<file path="config.mk">
export PLATFORM = sky130hd
export DESIGN_NAME = inst_fetch_stage
export DESIGN_NICKNAME = d
export VERILOG_FILES = /design/src/rtl/inst_fetch_stage.sv
export SDC_FILE = /design/constraint.sdc
export NUM_CORES = 1
export LEC_CHECK = 0
export ABC_CLOCK_PERIOD_IN_PS = 2600
export CELL_PAD_IN_SITES_DETAIL_PLACEMENT = 1
export CELL_PAD_IN_SITES_GLOBAL_PLACEMENT = 1
export CORE_MARGIN = 2
export CORE_UTILIZATION = 34
export CTS_BUF_LIST = sky130_fd_sc_hd__clkbuf_4 sky130_fd_sc_hd__clkbuf_8
export CTS_CLUSTER_DIAMETER = 50
export DETAILED_ROUTE_END_ITERATION = 16
export PLACE_DENSITY_LB_ADDON = 0.2
export SLEW_MARGIN = 10
export SYNTH_ARGS = -nofsm -noshare
export SYNTH_HDL_FRONTEND = slang
export SYNTH_SLANG_ARGS = --single-unit
</file>
<file path="constraint.sdc">
create_clock -name clk -period 2.6 [get_ports clk]
set_input_delay 0.26 -clock clk [delete_from_list [all_inputs] [get_ports clk]]
set_output_delay 0.26 -clock clk [all_outputs]
set_load 0.05 [all_outputs]
</file>
<file path="src/rtl/inst_fetch_stage.sv">
// inst_fetch_stage
//
// Instruction-fetch stage of a five-stage MIPS pipeline. Owns the fetch PC,
// drives the word index of a combinational instruction ROM and registers
// {pc, instruction} into the IF/ID pipeline register.
//
// Behaviour summary:
//   - Branch/jump redirects have one architectural delay slot. The instruction
//     in IF when ID resolves a taken branch is always delivered.
//   - A branch resolved while ID stalls is parked in pending_* until the first
//     accepting edge.
//   - An exception flush from WB overrides everything except reset. It drops
//     the IF/ID entry and discards any parked redirect.
//
// Ports:
//   clk          in   1   clock, rising edge
//   reset        in   1   synchronous active-high reset
//   rom_addr     out  5   ROM word index, always pc[6:2]
//   rom_inst     in   32  ROM data for rom_addr, same cycle
//   id_allow_in  in   1   ID accepts a new IF/ID entry this cycle
//   jbr_taken    in   1   branch/jump in ID resolved taken
//   jbr_target   in   32  redirect target for jbr_taken
//   exc_flush    in   1   exception/eret flush from WB
//   exc_target   in   32  redirect target for exc_flush
//   if_pc        out  32  current fetch PC
//   if_id_valid  out  1   IF/ID entry valid
//   if_id_pc     out  32  PC of the IF/ID instruction
//   if_id_inst   out  32  instruction held in IF/ID
//   fetch_cnt    out  32  instructions delivered to IF/ID (wraps)

module inst_fetch_stage #(
   parameter logic [31:0] RESET_PC = 32'h0000_0000
) (
   input  logic        clk,
   input  logic        reset,
   output logic [4:0]  rom_addr,
   input  logic [31:0] rom_inst,
   input  logic        id_allow_in,
   input  logic        jbr_taken,
   input  logic [31:0] jbr_target,
   input  logic        exc_flush,
   input  logic [31:0] exc_target,
   output logic [31:0] if_pc,
   output logic        if_id_valid,
   output logic [31:0] if_id_pc,
   output logic [31:0] if_id_inst,
   output logic [31:0] fetch_cnt
);

   // Word alignment mask applied to every loaded target.
   localparam logic [31:0] AlignMask = 32'hFFFF_FFFC;

   logic [31:0] pc_q, pc_d;
   logic        if_id_valid_q, if_id_valid_d;
   logic [31:0] if_id_pc_q, if_id_pc_d;
   logic [31:0] if_id_inst_q, if_id_inst_d;
   logic        pend_valid_q, pend_valid_d;
   logic [31:0] pend_target_q, pend_target_d;
   logic [31:0] fetch_cnt_q, fetch_cnt_d;

   logic [31:0] jbr_target_aligned;
   logic [31:0] exc_target_aligned;
   logic [31:0] pc_seq;

   assign jbr_target_aligned = jbr_target & AlignMask;
   assign exc_target_aligned = exc_target & AlignMask;
   assign pc_seq             = pc_q + 32'd4;

   // Next-state logic: flush > stall > advance. Reset is applied in the
   // register process so it wins over all of these.
   always_comb begin
      pc_d          = pc_q;
      if_id_valid_d = if_id_valid_q;
      if_id_pc_d    = if_id_pc_q;
      if_id_inst_d  = if_id_inst_q;
      pend_valid_d  = pend_valid_q;
      pend_target_d = pend_target_q;
      fetch_cnt_d   = fetch_cnt_q;

      if (exc_flush) begin
         // IF/ID pc/inst are left as-is; only the valid bit is dropped.
         pc_d          = exc_target_aligned;
         if_id_valid_d = 1'b0;
         pend_valid_d  = 1'b0;
      end else if (!id_allow_in) begin
         // Park a redirect resolved during the stall; a later one replaces it.
         if (jbr_taken) begin
            pend_valid_d  = 1'b1;
            pend_target_d = jbr_target_aligned;
         end
      end else begin
         // The current fetch is accepted, including any delay slot.
         if_id_valid_d = 1'b1;
         if_id_pc_d    = pc_q;
         if_id_inst_d  = rom_inst;
         fetch_cnt_d   = fetch_cnt_q + 32'd1;
         pend_valid_d  = 1'b0;
         if (jbr_taken) begin
            pc_d = jbr_target_aligned;
         end else if (pend_valid_q) begin
            pc_d = pend_target_q;
         end else begin
            pc_d = pc_seq;
         end
      end
   end

   always_ff @(posedge clk) begin
      if (reset) begin
         pc_q          <= RESET_PC & AlignMask;
         if_id_valid_q <= 1'b0;
         if_id_pc_q    <= 32'h0;
         if_id_inst_q  <= 32'h0;
         pend_valid_q  <= 1'b0;
         pend_target_q <= 32'h0;
         fetch_cnt_q   <= 32'h0;
      end else begin
         pc_q          <= pc_d;
         if_id_valid_q <= if_id_valid_d;
         if_id_pc_q    <= if_id_pc_d;
         if_id_inst_q  <= if_id_inst_d;
         pend_valid_q  <= pend_valid_d;
         pend_target_q <= pend_target_d;
         fetch_cnt_q   <= fetch_cnt_d;
      end
   end

   // The 5-bit index wraps beyond the 32-word ROM window by construction.
   assign rom_addr    = pc_q[6:2];
   assign if_pc       = pc_q;
   assign if_id_valid = if_id_valid_q;
   assign if_id_pc    = if_id_pc_q;
   assign if_id_inst  = if_id_inst_q;
   assign fetch_cnt   = fetch_cnt_q;

endmodule

</file>
======== Word-level counts from Yosys, hierarchy flattened ========
Cells that the tools add are included.
cells by class
  bitwise operators ....................... 2
  reduce and logical (&&, ||, !) cells .... 5
  mux-type cells .......................... 4
  add/subtract/negate cells ............... 2
operators with widths
  cell                                            number
  two-way mux 32 bit                              4
  adder 32 x 1 -> 32 bit (second input constant)  1
  adder 32 x 3 -> 32 bit (second input constant)  1
  AND reduction 3 bit                             1
  OR reduction 3 bit                              1
  inverter 1 bit                                  2
  AND reduction 2 bit                             1
  nonzero test 2 bit                              1
  OR reduction 2 bit                              1
word-level totals
  output and inout bits ................... 134
  word-level logic and storage cells ...... 21
  register bits after elaboration ......... 160

======== Longest topological paths before layout ========
Gate-level depths: netlist of run 1.
  word-level depth ........................ 5
  mapped depth ............................ 7
  gate-level depth less buffers ........... 6

======== Least setup slack after synthesis of run 1 ========
No wires, ideal clock.
  kind .................................... reg-to-reg
  start ................................... register pc_q[4] (netlist: if_pc[4])
  end ..................................... register pc_q[15] (netlist: if_pc[15])
  data required time ...................... 2.465 ns
  data arrival time ....................... 2.317 ns
  setup time .............................. 0.135 ns
  setup slack ............................. 0.148 ns
  buffers on the path ..................... 2
  cell stages (with the launch flop) ...... 8
  cells stage by stage .................... dfxtp_1 -> buf_4 -> nand4_2 -> or4_4 -> buf_6 -> xnor2_1 -> a222oi_1 -> o22ai_1
between the ends
  cells in the longest elaborated chain, start to end .. 5
RTL lines
  item                    RTL line  RTL
  from (decl)             53        logic [31:0] pc_q, pc_d;
  from (signal assigned)  110       pc_q <= RESET_PC & AlignMask;
  from (signal assigned)  118       pc_q <= pc_d;
  adder 32 x 3 -> 32 bit  67        assign pc_seq = pc_q + 32'd4;
  two-way mux 32 bit      100       end else if (pend_valid_q) begin
  two-way mux 32 bit      98        if (jbr_taken) begin
  two-way mux 32 bit      85        end else if (!id_allow_in) begin
  two-way mux 32 bit      80        if (exc_flush) begin
No other way between the ends. The select of a mux whose other input is x is not followed.
A chain may end at the register's enable or synchronous reset.

======== Worst setup path in the final report of run 1 ========
  start ................................... register pc_q[9] (netlist: if_pc[9])
  end ..................................... register pc_q[15] (netlist: if_pc[15])
Same word-level chain as after synthesis.

==> metrics, run 1 <==
run status finished, final reports clean; I/O Pins 235; pre-CTS setup slack 0.4205 ns; number of port buffers 230; minimum clock period 2.231 ns; CTS tree built; layout cells sized above 1 0.07149; Post-synth EDFFs 0; DR DRC count 0; crit path capture type register; number of global-route vias before repair 7,399; GR peak layer met2; antenna violations before repair 1; total CTS buffers 17; global-route wire length before repair around 39,000 um; Worst EP arrival 2.55 ns; Post-CTS Setup Inserts 0; met3 usage 0.06265; drt total wl 24,960 um; Nets 1,251; syn avg cell area approximately 7.8 sq um; maximum vdd drop 0.0003090 V; post-DP HPWL 17,560 um; ANT nets after route 0; start point of the critical path if_pc[9]; Slew Viols, Final 0; Area growth syn-to-layout 41.00%; Starting Density 0.3475; Setup Crit Path Kind register to register; top cells by area, synth dfxtp_1 44%, nand2_1 12%, a21oi_1 9.3%, xnor2_1 3.3%, clkbuf_1 2.9%; placed inst area 9958 sq um; Max Cap Violations 0; Post-CTS Resized 0; Commonest cells post-synth 229 x nand2_1, 160 x dfxtp_1, 137 x a21oi_1; Cell Chain, Critical Path nand4_1 -> or4_4 -> xnor2_1 -> a222oi_1 -> o22ai_1; DR vias 7,468; vias per std cell 5.197; Startpoint Class register; post-synth top area share 0.4357; post-synth top area cell dfxtp_1; clk sink count between 150 and 200; met1 Usage GRT 0.2806; Clk Latency, worst-skew pair 0.47 ns; Overflow after GRT 0; Final WS setup 0.3690 ns; Die Ht approximately 150 um; Syn Inst Count 942; Synth Warn # 0; worst r2r src if_pc[9]; worst path required time 2.91 ns; asr flop ratio synth 0; die area about 23,000 sq um; Crit Path Max Fanout 12; wire length per cell roughly 17 um; Final Cycle Share 0.8581; DR iter-0 viols 321; Final Skew 0.01706 ns; kind of cell adding the most delay to the critical path simple AND/OR/NAND/NOR gates; Post-synth top flop dfxtp_1; gpl congestion ~0.8; Total Power 5566 uW; CP max stage cell or4_4; sequential fraction of the synthesis area 0.4357; final hold violation count 0; post-route cell area approximately 10,000 sq um; row count between 50 and 60; Synth Cell Area 7352 sq um; Distinct cells, synth 62; final core occ 0.4900; Leak 0.003478 uW; min-delay src reset; TritonRoute pass-1 iters 4; synthesized flop and latch total 160; clk slew on worst S/H paths 0.10 ns; Chip Width 151.1 um; GRT Total Usage 0.2186; # setup viols final 0; CTS Hold Buffers Added 0; setup_tns 0 ns; clk root buf clkbuf_8; maximum clock path buffer count 2; Worst slew margin 0.5131; Post-Synthesis Net Count 1,045; Tightest Pin Transition 0.7303 ns; largest net degree at the start of global routing 85; Hold Crit Class input port to register; WP buf/inv 0; fmax 448.2 MHz; power density over cell area 536.9 nW/um^2; H-tree lvl count 4; RSZ-0062 raised after global routing no; met2 Use GR 0.3689; count leader, synth nand2_1; core area between 20,000 and 25,000 sq um; CP max stage delay 0.67 ns
## state kept, by name (all words and copies together), names as in the netlist
signal,cells
if_id_pc,32
pend_valid_q,1
pend_target_q,30
if_id_inst,32
fetch_cnt,32
if_pc,32
if_id_valid,1
## cell families after synthesis
group,Yosys count,share of synthesized area
and+or+nand+nor,415,0.2682
AOI/OAI and AO/OA,223,0.1787
adders and majority gates,2,0.003403
muxes,8,0.01140
DFF,160,0.4357
xor gates and xnor gates,44,0.05242
buffers and inverters,90,0.05020
## through the flow
step	hold slack (ns)	std cells
after floorplan	0.3960	942
after global placement	0.4406	1404
after detailed placement	0.4475	1404
after CTS	0.1952	1436
after global routing	0.2196	1436
final	0.2203	1437
## layout by cell type (no fill, tap or decap), types with 3 or more instances in the layout
| master | instances |
|---|---|
| a211oi_1 | 5 |
| a21o_1 | 9 |
| a21oi_1 | 137 |
| a31oi_1 | 7 |
| and2_1 | 3 |
| and3_1 | 9 |
| and4_1 | 7 |
| buf_4 | 29 |
| clkbuf_8 | 17 |
| clkdlybuf4s50_1 | 227 |
| clkinv_4 | 3 |
| dfxtp_1 | 160 |
| inv_1 | 15 |
| inv_6 | 6 |
| mux2i_1 | 5 |
| nand2_1 | 229 |
| nand2b_1 | 6 |
| nand3_1 | 21 |
| nand4_1 | 14 |
| nor2_1 | 46 |
| nor3_1 | 20 |
| nor3_2 | 5 |
| nor3b_1 | 22 |
| nor4_1 | 11 |
| o211ai_1 | 4 |
| o21ai_0 | 12 |
| o21ai_1 | 4 |
| o221ai_1 | 11 |
| o22ai_1 | 11 |
| o31a_1 | 4 |
| o31ai_1 | 4 |
| or3_1 | 4 |
| or4_1 | 3 |
| xnor2_1 | 28 |
| xor2_1 | 16 |
## layout make-up
cell class | instances | area, sq um
antenna | 1 | 2.502
clock inverter | 15 | 171.4
sequential | 160 | 3203
fill | 2535 | 10790
timing repair buffer | 261 | 2551
multi-input combinational | 692 | 3800
clock buffer | 17 | 234.0
tap | 275 | 344.1
inverter | 16 | 60.06
## where the power goes
| part | internal, uW | leakage, uW | switching (uW) |
|---|---|---|---|
| sequential | 2540 | 0.00130 | 86.5 |
| clock | 886 | 0.000210 | 1050 |
| combinational | 402 | 0.00196 | 601 |
## routing by layer
metal  part of all wire  up-vias  wire length [um]
li1                   -     3663                 -
met1               0.44     3623             11110
met2               0.49      169             12140
met3              0.062       11              1542
met4             0.0062        2               155
met5            0.00048        -                12
## worst reg2reg max path, stage by stage (launching register included)
cell      delay [ns]
dfxtp_1         0.51
nand4_1         0.16
or4_4           0.67
xnor2_1         0.19
a222oi_1        0.39
o22ai_1         0.16
## final timing paths
| check | to | slack (ns) | cells past startpoint |
|---|---|---|---|
| hold reg to reg | if_id_pc[31] | 0.46 | 2 |
| setup / recovery | if_pc[15] | 0.37 | 5 |
| setup reg to reg | if_pc[15] | 0.37 | 5 |
| hold / removal | if_pc[3] | 0.22 | 2 |
No activity file was read; power rests on OpenSTA's default activity.
==> inputs of run 2 (changes only) <==
CELL_PAD_IN_SITES_DETAIL_PLACEMENT = not set   (was 1)
CELL_PAD_IN_SITES_GLOBAL_PLACEMENT = not set   (was 1)
CORE_UTILIZATION = 45   (was 34)
==> metrics, run 2 (synthesized netlist as in run 1, its figures left out) <==
Cell Chain, Critical Path ha_1 -> and2_1 -> nand2_1 -> nor4_1 -> nor4b_1 -> a2111oi_0; number of global-route vias before repair 6,699 (-9.5%); H-tree lvl count 4 (unchanged); antenna cells 0 (-1); DR iter-0 viols 449 (+40%); crit path capture type register; number of port buffers 230 (unchanged); Max Cap Violations 0 (unchanged); Final Skew 0.01384 ns (-0.003215 ns); path depth of the worst reg2reg path 6 (+1); post-DP HPWL 14,830 um (-16%); CP max stage cell dfxtp_1; DR vias 7,293 (-2.3%); Slew Viols, Final 0 (unchanged); antenna violations before repair 0 (-1); worst path required time 2.93 ns (+0.02 ns); most common cell after layout, fill and taps aside nand2_1; fmax 441.2 MHz (-1.6%); total CTS buffers 17 (unchanged); clk slew on worst S/H paths 0.09 ns (about the same); Post-CTS Resized 0 (unchanged); WHS Endpoint fetch_cnt[14]; Worst EP arrival 2.60 ns (+0.05 ns); GRT Total Usage 0.2406 (+0.02201); filler instances 1,436 (-43%); CTS Hold Buffers Added 0 (unchanged); Area growth syn-to-layout 39.96%; RSZ-0062 raised after global routing no; run status finished, final reports clean; Startpoint Class register; Register Area 3203 sq um (unchanged); global-route wire length before repair 34,210 um (-13%); Nets 1,246 (-0.40%); maximum clock path buffer count 2 (unchanged); hold path depth 2 (unchanged); area occupied by multi-input gates 3800 sq um (unchanged); I/O Pins 235 (unchanged); Reg2Reg Capture Point if_pc[20]; Worst slew margin 0.2971 (-0.2160); Crit Path Max Fanout 10 (-2); layout cells sized above 1 0.06747 (-0.004016); start point of the critical path if_pc[2]; ANT nets after route 0 (unchanged); minimum clock period 2.267 ns (+0.03569 ns); clk root buf clkbuf_8; maximum vdd drop 0.0003034 V (-1.8%); TritonRoute pass-1 iters 5 (+1); clk sink count 160 (unchanged); final core occ 0.6454 (+0.1554); # setup viols final 0 (unchanged); wire length per cell 15.52 um (-11%); setup_tns 0 ns (unchanged); most frequent cells in the layout 229 x nand2_1, 227 x clkdlybuf4s50_1, 160 x dfxtp_1; CP max stage delay 0.53 ns (-0.14 ns); Flop pwr share 0.463 (-0.008); Clk pwr share 0.363 (+0.014); Leak 0.003461 uW (-0.47%); switching part of the total 0.2868 (-0.02630); CTS tree built; row count 46 (-13%); largest net degree at the start of global routing 85 (unchanged); Int Pwr 4034 uW (+5.5%); logic gate share of total power 0.175 (-0.005); drt total wl 21,290 um (-15%); Die Ht 131.8 um (-13%); Hold Crit Class input port to register; core area 15,940 sq um (-25%); Starting Density 0.4612 (+0.1136); gpl congestion 0.8203 (+4.4%); DR DRC count 0 (unchanged); power density over cell area 549.7 nW/um^2 (+2.4%); Psw 1622 uW (-6.9%); vias per std cell 5.316 (+2.3%); WP buf/inv 0 (unchanged); die area 17,380 sq um (-24%); Tightest Pin Transition 1.054 ns (+0.3240 ns); worst reg-to-reg setup slack 0.33 ns (-0.04 ns); Total Power 5657 uW (+1.6%); Final Cycle Share 0.8718 (+0.01373); worst r2r src if_pc[2]; Setup Crit Path Kind register to register; Post-CTS Setup Inserts 0 (unchanged); final hold violation count 0 (unchanged); kind of cell adding the most delay to the critical path simple AND/OR/NAND/NOR gates; Overflow after GRT 0 (unchanged); min-delay src reset; Clk Latency, worst-skew pair 0.46 ns (about the same); Chip Width 131.8 um (-13%)
-- run 2: worst max-delay path by stage --
stage,end,slack (ns),cells past startpoint
after floorplan,if_pc[15],0.15,7
after CTS,if_pc[20],0.33,6
final,if_pc[20],0.33,6
after global placement,if_pc[20],0.43,6
after detailed placement,if_pc[20],0.36,6
after global routing,if_pc[20],0.06,6
-- run 2: worst reg2reg max path: stages (launching register included) --
cell       delay [ns]
dfxtp_1          0.53
ha_1             0.32
and2_1           0.20
nand2_1          0.24
nor4_1           0.40
nor4b_1          0.09
a2111oi_0        0.37
-- run 2: power by group through the flow --
stage,combinational (uW),sequential (uW),clock (uW)
after CTS,988,2620,2110
after floorplan,337,2900,0
after detailed placement,984,2670,0
after global placement,977,2670,0
final,987,2620,2050
after global routing,1050,2630,2220
-- run 2: metal layers --
layer / part of all wire / routed length, um / vias to the layer above / track usage
met3: 0.072 / 1523 / 28 / 0.06498
met1: 0.45 / 9577 / 3346 / 0.3178
met2: 0.46 / 9751 / 260 / 0.3805
met5: 0 / 0 / - / 0
li1: - / - / 3659 / -
met4: 0.021 / 442 / 0 / 0.08394
-- run 2: final cells by class --
| cell class | count | share of cell area |
|---|---|---|
| Clock buffer | 20 | 0.02553 |
| Clock inverter | 12 | 0.01787 |
| Inverter | 16 | 0.005837 |
| Multi-Input combinational cell | 692 | 0.3693 |
| Sequential cell | 160 | 0.3113 |
| Tap cell | 216 | 0.02626 |
| Timing Repair Buffer | 256 | 0.2439 |
-- run 2: stage by stage --
step	hold slack (ns)	worst slack, ns	std cells	area, sq um
global route	0.2323	0.05634	1372	10290
global placement	0.4394	0.4272	1340	9843
detailed placement	0.4457	0.3614	1340	9843
floorplan	0.3960	0.1477	942	7352
finish	0.2343	0.3333	1372	10290
CTS	0.2068	0.3274	1372	10290
